File: src/rtl/trigger_hit_sequencer.sv
// rtl/trigger_hit_sequencer.sv - debug-trigger hit qualification, sticky hit status and action request
//
// Purpose:
//   Registers the comparator match matrix after enable, slot-valid and
//   debug-mode qualification. Resolves chain groups and picks the oldest
//   firing slot. Sets sticky hit bits and issues one prioritised action
//   request to the core, then holds off for a 2-cycle flush shadow.
//
// Ports:
//   clk_i          clock
//   rst_ni         asynchronous active-low reset
//   match_i        [trigger][slot] comparator match matrix
//   slot_valid_i   per-slot committing-instruction valid (slot 0 oldest)
//   trig_enable_i  per-trigger arm
//   trig_chain_i   trigger i chains to i+1 (top bit ignored)
//   trig_action_i  0 = breakpoint exception, 1 = enter debug mode
//   debug_mode_i   core in debug mode, suppresses all triggers
//   hit_clr_i      per-trigger sticky hit clear
//   req_valid_o    action request pending
//   req_ready_i    core accepts the request
//   req_action_o   action of the request
//   req_slot_o     slot that fired
//   req_trigger_o  first trigger of the firing chain group
//   hit_o          sticky hit bits
//   busy_o         sequencer not idle (registered)
//   hit_count_o    per-trigger 8-bit saturating fire counters
//                  (present only when TRIG_HIT_COUNTER_EN is defined)
module trigger_hit_sequencer #(
  parameter int  NUM_TRIGGERS = 4,
  parameter int  NUM_SLOTS    = 4,
  localparam int SLOT_W       = (NUM_SLOTS > 1) ? $clog2(NUM_SLOTS) : 1,
  localparam int TRIG_W       = (NUM_TRIGGERS > 1) ? $clog2(NUM_TRIGGERS) : 1
) (
  input  logic                                   clk_i,
  input  logic                                   rst_ni,
  input  logic [NUM_TRIGGERS-1:0][NUM_SLOTS-1:0] match_i,
  input  logic [NUM_SLOTS-1:0]                   slot_valid_i,
  input  logic [NUM_TRIGGERS-1:0]                trig_enable_i,
  input  logic [NUM_TRIGGERS-1:0]                trig_chain_i,
  input  logic [NUM_TRIGGERS-1:0]                trig_action_i,
  input  logic                                   debug_mode_i,
  input  logic [NUM_TRIGGERS-1:0]                hit_clr_i,
  output logic                                   req_valid_o,
  input  logic                                   req_ready_i,
  output logic                                   req_action_o,
  output logic [SLOT_W-1:0]                      req_slot_o,
  output logic [TRIG_W-1:0]                      req_trigger_o,
  output logic [NUM_TRIGGERS-1:0]                hit_o,
  output logic                                   busy_o
`ifdef TRIG_HIT_COUNTER_EN
  ,
  output logic [NUM_TRIGGERS-1:0][7:0]           hit_count_o
`endif
);

  typedef enum logic [1:0] {S_IDLE, S_PEND, S_HOLD1, S_HOLD2} state_e;

  state_e                                 state_q, state_d;
  logic [NUM_TRIGGERS-1:0][NUM_SLOTS-1:0] q_q, q_d;
  logic [NUM_TRIGGERS-1:0]                hit_q, hit_d;
  logic                                   req_action_q, req_action_d;
  logic [SLOT_W-1:0]                      req_slot_q, req_slot_d;
  logic [TRIG_W-1:0]                      req_trigger_q, req_trigger_d;
  logic                                   busy_q, busy_d;

  logic [NUM_TRIGGERS-1:0]                chain_eff;
  logic [NUM_TRIGGERS-1:0]                group_start;
  logic [NUM_TRIGGERS-1:0][NUM_SLOTS-1:0] grp_fire;
  logic [NUM_SLOTS-1:0]                   slot_fire;
  logic [NUM_TRIGGERS-1:0]                sel_groups;
  logic [NUM_TRIGGERS-1:0]                sel_members;
  logic [SLOT_W-1:0]                      sel_slot;
  logic [TRIG_W-1:0]                      sel_trig;
  logic                                   sel_action;
  logic                                   fire;
  logic                                   unused_chain_msb;

  // The last trigger has no successor, so its chain bit is forced low.
  assign chain_eff        = {1'b0, trig_chain_i[NUM_TRIGGERS-2:0]};
  assign unused_chain_msb = trig_chain_i[NUM_TRIGGERS-1];
  // A trigger starts a group when its predecessor does not chain into it.
  assign group_start      = ~{chain_eff[NUM_TRIGGERS-2:0], 1'b0};

  // Group detection: walking down from the top trigger, 'tail' is set when
  // trigger i and every later member of its group are set in slot j.
  always_comb begin
    logic tail;
    tail      = 1'b1;
    grp_fire  = '0;
    slot_fire = '0;
    for (int j = 0; j < NUM_SLOTS; j++) begin
      tail = 1'b1;
      for (int i = NUM_TRIGGERS - 1; i >= 0; i--) begin
        tail           = q_q[i][j] & (~chain_eff[i] | tail);
        grp_fire[i][j] = group_start[i] & tail;
        slot_fire[j]   = slot_fire[j] | grp_fire[i][j];
      end
    end
  end

  // Oldest firing slot wins; within it the lowest group start is reported,
  // and the action is debug-entry if any fired group ends on a debug trigger.
  always_comb begin
    sel_slot    = '0;
    sel_groups  = '0;
    sel_trig    = '0;
    sel_members = '0;
    for (int j = NUM_SLOTS - 1; j >= 0; j--) begin
      if (slot_fire[j]) begin
        sel_slot = SLOT_W'(j);
        for (int i = 0; i < NUM_TRIGGERS; i++) begin
          sel_groups[i] = grp_fire[i][j];
        end
      end
    end
    for (int i = NUM_TRIGGERS - 1; i >= 0; i--) begin
      if (sel_groups[i]) begin
        sel_trig = TRIG_W'(i);
      end
    end
    // Spread each fired start across the rest of its group.
    sel_members[0] = sel_groups[0];
    for (int i = 1; i < NUM_TRIGGERS; i++) begin
      sel_members[i] = sel_groups[i] | (chain_eff[i-1] & sel_members[i-1]);
    end
    sel_action = |(sel_members & ~chain_eff & trig_action_i);
    fire       = (state_q == S_IDLE) && (|slot_fire);
  end

  // Stage 1 only captures while idle and not firing, so matches arriving
  // during a pending request or its flush shadow are discarded.
  always_comb begin
    q_d = '0;
    if ((state_q == S_IDLE) && !fire && !debug_mode_i) begin
      for (int i = 0; i < NUM_TRIGGERS; i++) begin
        for (int j = 0; j < NUM_SLOTS; j++) begin
          q_d[i][j] = match_i[i][j] & slot_valid_i[j] & trig_enable_i[i];
        end
      end
    end
  end

  // Set wins over a coincident clear.
  assign hit_d = (hit_q & ~hit_clr_i) | (fire ? sel_members : '0);

  // FSM next-state logic.
  always_comb begin
    state_d = state_q;
    case (state_q)
      S_IDLE:  if (fire) state_d = S_PEND;
      S_PEND:  if (req_ready_i) state_d = S_HOLD1;
      S_HOLD1: state_d = S_HOLD2;
      S_HOLD2: state_d = S_IDLE;
      default: state_d = S_IDLE;
    endcase
  end

  // FSM outputs and payload capture.
  always_comb begin
    req_valid_o   = (state_q == S_PEND);
    req_action_d  = fire ? sel_action : req_action_q;
    req_slot_d    = fire ? sel_slot   : req_slot_q;
    req_trigger_d = fire ? sel_trig   : req_trigger_q;
    busy_d        = (state_d != S_IDLE);
  end

  // State register.
  always_ff @(posedge clk_i or negedge rst_ni) begin
    if (!rst_ni) begin
      state_q       <= S_IDLE;
      q_q           <= '0;
      hit_q         <= '0;
      req_action_q  <= 1'b0;
      req_slot_q    <= '0;
      req_trigger_q <= '0;
      busy_q        <= 1'b0;
    end else begin
      state_q       <= state_d;
      q_q           <= q_d;
      hit_q         <= hit_d;
      req_action_q  <= req_action_d;
      req_slot_q    <= req_slot_d;
      req_trigger_q <= req_trigger_d;
      busy_q        <= busy_d;
    end
  end

  assign req_action_o  = req_action_q;
  assign req_slot_o    = req_slot_q;
  assign req_trigger_o = req_trigger_q;
  assign hit_o         = hit_q;
  assign busy_o        = busy_q;

`ifdef TRIG_HIT_COUNTER_EN
  logic [NUM_TRIGGERS-1:0][7:0] cnt_q, cnt_d;

  // Increment takes precedence over clear; the count sticks at 255.
  always_comb begin
    cnt_d = cnt_q;
    for (int i = 0; i < NUM_TRIGGERS; i++) begin
      if (fire && sel_members[i]) begin
        if (cnt_q[i] != 8'hFF) begin
          cnt_d[i] = cnt_q[i] + 8'd1;
        end
      end else if (hit_clr_i[i]) begin
        cnt_d[i] = 8'd0;
      end
    end
  end

  always_ff @(posedge clk_i or negedge rst_ni) begin
    if (!rst_ni) begin
      cnt_q <= '0;
    end else begin
      cnt_q <= cnt_d;
    end
  end

  assign hit_count_o = cnt_q;
`else
  // Hit counters are not built; only the sticky hit bits are kept.
`endif

endmodule

File: config.mk
export PLATFORM = sky130hd
export DESIGN_NAME = trigger_hit_sequencer
export DESIGN_NICKNAME = d
export VERILOG_FILES = /design/src/rtl/trigger_hit_sequencer.sv
export SDC_FILE = /design/constraint.sdc
export NUM_CORES = 1
export LEC_CHECK = 0
export CORE_MARGIN = 4
export CORE_UTILIZATION = 25
export CTS_BUF_LIST = sky130_fd_sc_hd__clkbuf_8 sky130_fd_sc_hd__clkbuf_16
export DETAILED_ROUTE_END_ITERATION = 7
export DONT_BUFFER_PORTS = 1
export GPL_ROUTABILITY_DRIVEN = 1
export GPL_TIMING_DRIVEN = 0
export PLACE_DENSITY = 0.44
export RECOVER_POWER = 100
export SLEW_MARGIN = 20
export SYNTH_ARGS = -nofsm -noshare
export SYNTH_HDL_FRONTEND = slang
export SYNTH_SLANG_ARGS = --single-unit
export TNS_END_PERCENT = 10
File: constraint.sdc
create_clock -name clk_i -period 1.9 [get_ports clk_i]
set_input_delay 0.38 -clock clk_i [delete_from_list [all_inputs] [get_ports clk_i]]
set_output_delay 0.38 -clock clk_i [all_outputs]
set_load 0.03 [all_outputs]
After elaboration in Yosys (flattened, before gate mapping):

Index checks and enable logic that the tools add are counted.

* memory bits (read-only): 0
* bits in latches: 0
* logic and storage cells: 139
* memory bits (writable): 0
* flip-flop bits (word level): 28
* memories: 0
* input port bits: 40

* shifts and indexed selects: 0
* multiplexer cells: 17
* reduce and logical (&&, ||, !) cells: 9
* div/mod/pow operators: 0
* add/sub/neg operators: 0
* eq/ne operators: 3
* magnitude comparators: 0
* bitwise logic cells: 100
* multipliers: 0

Operators by type and width (count)
* $and 1x1->1: 63
* $or 1x1->1: 27
* $mux 2: 10
* $mux 4: 5
* $mux 16: 1
* $and 4x4->4: 3
* $not 4->4: 2
* $pmux 2 s4: 1
* $reduce_or 4->1: 2
* $eq 2x2->1 const B: 2
* $not 3->4: 1
* $or 4x4->4: 1
* $logic_and 1x1->1: 3
* $not 1->1: 3
* $eq 2x1->1 const B: 1
* $logic_not 1->1: 2
* $logic_not 2->1: 1
* $reduce_bool 2->1: 1

Longest topological paths before layout:

* depth in word-level cells: 22
* depth in mapped cells: 9
* depth with buffers taken out: 7

Worst setup path after synthesis:

Ideal clock, no wire load.

* kind: input -> register
* start point: input port trig_chain_i[2]
* end point: register req_action_q (netlist: req_action_o)
* setup slack: -249 ps
* path buffers: 2
* arrival time: 2023 ps
* stages on the path: 9
* cell sequence: buf_6 nand3b_1 o211ai_2 o2111ai_4 and4b_4 nand2b_4 buf_6 a221o_1 o32a_1

* longest elaborated chain between the ends: 22

RTL lines
* from (decl): RTL line 39 `input logic [NUM_TRIGGERS-1:0] trig_chain_i,`
* $not 1->1: RTL line 94 `tail = q_q[i][j] & (~chain_eff[i] | tail);`
* $or 1x1->1: RTL line 94
* $and 1x1->1: RTL line 94
* $or 1x1->1: RTL line 94
* $and 1x1->1: RTL line 94
* $or 1x1->1: RTL line 94
* $and 1x1->1: RTL line 94
* $and 1x1->1: RTL line 95 `grp_fire[i][j] = group_start[i] & tail;`
* (+5 left out)
* $and 1x1->1: RTL line 124 `sel_members[i] = sel_groups[i] | (chain_eff[i-1] & sel_members[i-1]);`
* $or 1x1->1: RTL line 124
* $and 1x1->1: RTL line 124
* $or 1x1->1: RTL line 124
* $and 1x1->1: RTL line 124
* $or 1x1->1: RTL line 124
* $and 4x4->4 (2 in a row): RTL line 126 `sel_action = |(sel_members & ~chain_eff & trig_action_i);`
* $reduce_or 4->1: RTL line 126
* to (signal assigned): RTL line 181 `req_action_q <= req_action_d;`
* to (decl): RTL line 61 `logic req_action_q, req_action_d;`

Parallel ways exist; a longest one is shown, timed or not.
A chain may end at the register's enable or synchronous reset.

Worst setup path in the final report:

* start point: register q_q[13] (netlist name)
* end point: register req_action_q (netlist: req_action_o)

* longest elaborated chain between the ends: 19

RTL lines
* from (decl): RTL line 59 `logic [NUM_TRIGGERS-1:0][NUM_SLOTS-1:0] q_q, q_d;`
* from (signal assigned): RTL line 179 `q_q <= q_d;`
* $or 1x1->1: RTL line 94
* $and 1x1->1: RTL line 94
* $or 1x1->1: RTL line 94
* $and 1x1->1: RTL line 94
* $or 1x1->1: RTL line 94
* $and 1x1->1: RTL line 94
* $and 1x1->1: RTL line 95
* $or 1x1->1: RTL line 96 `slot_fire[j] = slot_fire[j] | grp_fire[i][j];`
* $mux 4 (2 in a row): RTL line 109 `if (slot_fire[j]) begin`
* $and 1x1->1: RTL line 124
* $or 1x1->1: RTL line 124
* $and 1x1->1: RTL line 124
* $or 1x1->1: RTL line 124
* $and 1x1->1: RTL line 124
* $or 1x1->1: RTL line 124
* $and 4x4->4 (2 in a row): RTL line 126
* $reduce_or 4->1: RTL line 126

Parallel ways exist; a longest one is shown, timed or not.

==> results.sh <==
export IMPL_status="complete, but fails checks"
export IMPL_violations="setup timing"
export IMPL_die_y_um=92.8
export IMPL_fin_crit_ps=2110
export IMPL_initial_core_util_pct=26.1
export IMPL_p_seq_share_pct=45.2
export IMPL_finalSetupViolCount=24
export IMPL_dieArea_um2=8620
export IMPL_port_buffers=0
export IMPL_switching_share_pct=37.1
export IMPL_hp_class="in -> reg"
export IMPL_critPathKind="reg -> reg"
export IMPL_grt_pass1_wl_um=7660
export IMPL_synth_largest_area_cell="dfrtp_1"
export IMPL_crit_fanout=5
export IMPL_syn_area_um2=1800
export IMPL_timing_setup_tns_ps=-4110
export IMPL_skew_ps=3.94
export IMPL_cp_end_kind="flip-flop"
export IMPL_p_switching_w=0.000749
export IMPL_drt_initial_drc_count=60
export IMPL_cts_clk_slew_worst_paths_ps=100
export IMPL_dpl_hpwl_um=3700
export IMPL_drive_gt1_share_pct=39.8
export IMPL_ant_nets=0
export IMPL_syn_num_nets=232
export IMPL_worst_pin_slew_ps=661
export IMPL_power_internal_w=0.00127
export IMPL_synth_avg_cell_area_um2=9.37
export IMPL_ys_warn_count=0
export IMPL_clk_latency_ps=280
export IMPL_hold_slack_ps=182
export IMPL_avgRoutedWirePerCell_um=15.9
export IMPL_p_clk_share_pct=23.6
export IMPL_grt_pass1_vias=1497
export IMPL_num_nets_final=257
export IMPL_power_frac_comb_pct=31.2
export IMPL_drt_pre_antenna_iters=4
export IMPL_hold_violations=0
export IMPL_relSlewSlack_pct=55.9
export IMPL_cp_start_kind="flip-flop"
export IMPL_clkSinkCount=28
export IMPL_wirelength_um=4950
export IMPL_rsz0062_at_grt="yes"
export IMPL_dp_worst_setup_slack_ps=-451
export IMPL_numCtsBuffers=3
export IMPL_viasPerCell=4.84
export IMPL_worst_ep_required_time_ps=2070
export IMPL_fmax_mhz=473
export IMPL_synth_edf_count=0
export IMPL_seq_area_frac_synth_pct=38.9
export IMPL_worst_slack_ps=-212
export IMPL_gp_congestion=0.787
export IMPL_stdcell_count=312
export IMPL_ios=51
export IMPL_syn_to_final_growth_pct=30.0
export IMPL_synthTopCellsByArea="dfrtp_1, nand2_1, nor2_1"
export IMPL_p_leak_nw=0.929
export IMPL_drcViolationCount=0
export IMPL_power_density_nw_per_um2=863
export IMPL_core_area_um2=6910
export IMPL_antenna_found_initial=0
export IMPL_synth_top_area_share_pct=38.9
export IMPL_maxCapViolations=0
export IMPL_antenna_cells=0
export IMPL_arrival_ps=2280
export IMPL_cts_tree="yes"
export IMPL_slew_violations=0
export IMPL_grt_use_total_pct=11.3
export IMPL_rows=30
export IMPL_htreeDepth=1
export IMPL_async_flop_share_pct=100
export IMPL_die_x_um=92.8
export IMPL_place_inst=288
export IMPL_synth_main_ff_cell="dfrtp_1"
export IMPL_route_vias_total=1511
export IMPL_worst_ir_drop_vdd_mv=0.253
export IMPL_synthCells=192
export IMPL_grt_max_degree=29
export IMPL_post_route_period_util_pct=111
export IMPL_ys_ff_latch=28
export IMPL_clock_path_buffers=2
export IMPL_synth_distinct_cells=58
export IMPL_clk_root_buffer_cell="clkbuf_8"
export IMPL_fillers=738
export IMPL_grt_ovfl_total=0
## critical path: stages (launching register included)
cell,delay [ps]
dfrtp_1,420
and2b_2,260
o21ai_4,70
a311oi_4,400
buf_4,190
a221o_1,210
a31oi_1,100
o32a_1,350
## cell usage after synthesis (2+ instances only)
master / instances
or2_2: 3
a21o_1: 3
o211ai_2: 3
inv_2: 2
nand2_4: 4
o22ai_1: 2
a31oi_1: 4
nor2b_1: 10
dfrtp_1: 28
a221o_1: 2
nand2b_1: 8
o21ai_0: 5
inv_1: 7
nand2_1: 29
buf_6: 3
a21oi_1: 13
nor2_1: 25
## layout make-up
cell class / instances / area, um^2 / area share, %
Buffer: 3 / 31.3 / 1.34
Clock buffer: 3 / 41.3 / 1.77
Clock inverter: 1 / 30.0 / 1.28
Inverter: 9 / 33.8 / 1.44
Multi-Input combinational cell: 151 / 1190 / 51.0
Sequential cell: 28 / 703 / 30.1
Tap cell: 96 / 120 / 5.14
Timing Repair Buffer: 21 / 185 / 7.92
## cell families (layout without fill, tap and decap cells)
group / Yosys count / in the layout / share of synthesized area, %
buffers and inverters: 13 / 37 / 4.03
adders and majority gates: 2 / 2 / 1.18
DFF: 28 / 28 / 38.9
and+or+nand+nor: 89 / 89 / 26.4
muxes: 1 / 1 / 0.556
AOI/OAI and AO/OA: 59 / 59 / 28.9
## sequential cells by signal, indices dropped and copies added (netlist names)
register	count
req_action_o	1
busy_o	1
req_slot_o	2
q_q	16
state_q	2
req_trigger_o	2
hit_o	4
## power by group through the flow
stage	clock network, W	logic [W]	registers, W
after floorplan	0	0.000396	0.000901
after global placement	0	0.000469	0.000928
after detailed placement	0	0.000470	0.000931
after CTS	0.000496	0.000564	0.000917
after global routing	0.000516	0.000691	0.000931
final	0.000477	0.000629	0.000912
## layer usage
metal | up-vias | global-route usage (%) | part of all wire, %
met4 | 0 | 3.17 | 1.0
met2 | 54 | 17.5 | 45
met5 | - | 0 | 0
met3 | 4 | 2.60 | 6.3
met1 | 718 | 15.6 | 48
li1 | 735 | - | -
## cells in the final DEF (no fill, tap or decap), drive strengths merged, types with 7 or more instances in the layout
cell / instances
nand2: 33
nand2b: 9
buf: 22
inv: 9
o21ai: 7
a21oi: 13
dfrtp: 28
nor2b: 11
nor2: 25
## through the flow
stage | instance area (um^2) | utilization, % | power, W
final | 2340 | 33.9 | 0.00202
after global routing | 2340 | 33.9 | 0.00214
after CTS | 2190 | 31.7 | 0.00198
after detailed placement | 1920 | 27.8 | 0.00140
after global placement | 1920 | 27.8 | 0.00140
after floorplan | 1800 | - | 0.00130
## what timing repair did
item	CTS	global route
cloned	0	0
buffers inserted	11	8
gates resized for setup	23	24
hold endpoints to repair	28	0
endpoints found under the setup margin	24	25
hold buffers	2	0
pin swaps	12	10
## worst paths after layout
check | start | slack (ps) | to | cells after the start
worst max-delay path | q_q[13] | -210 | req_action_o | 7
worst min-delay path | hit_clr_i[0] | 180 | hit_o[0] | 1
worst max register to register | q_q[13] | -210 | req_action_o | 7
worst min register to register | state_q[0] | 590 | state_q[1] | 1
max in group asynchronous | rst_ni | 770 | q_q[12] | 2
min in group asynchronous | rst_ni | 650 | req_trigger_o[0] | 2
Note: power is estimated with default switching activity, not from simulation.
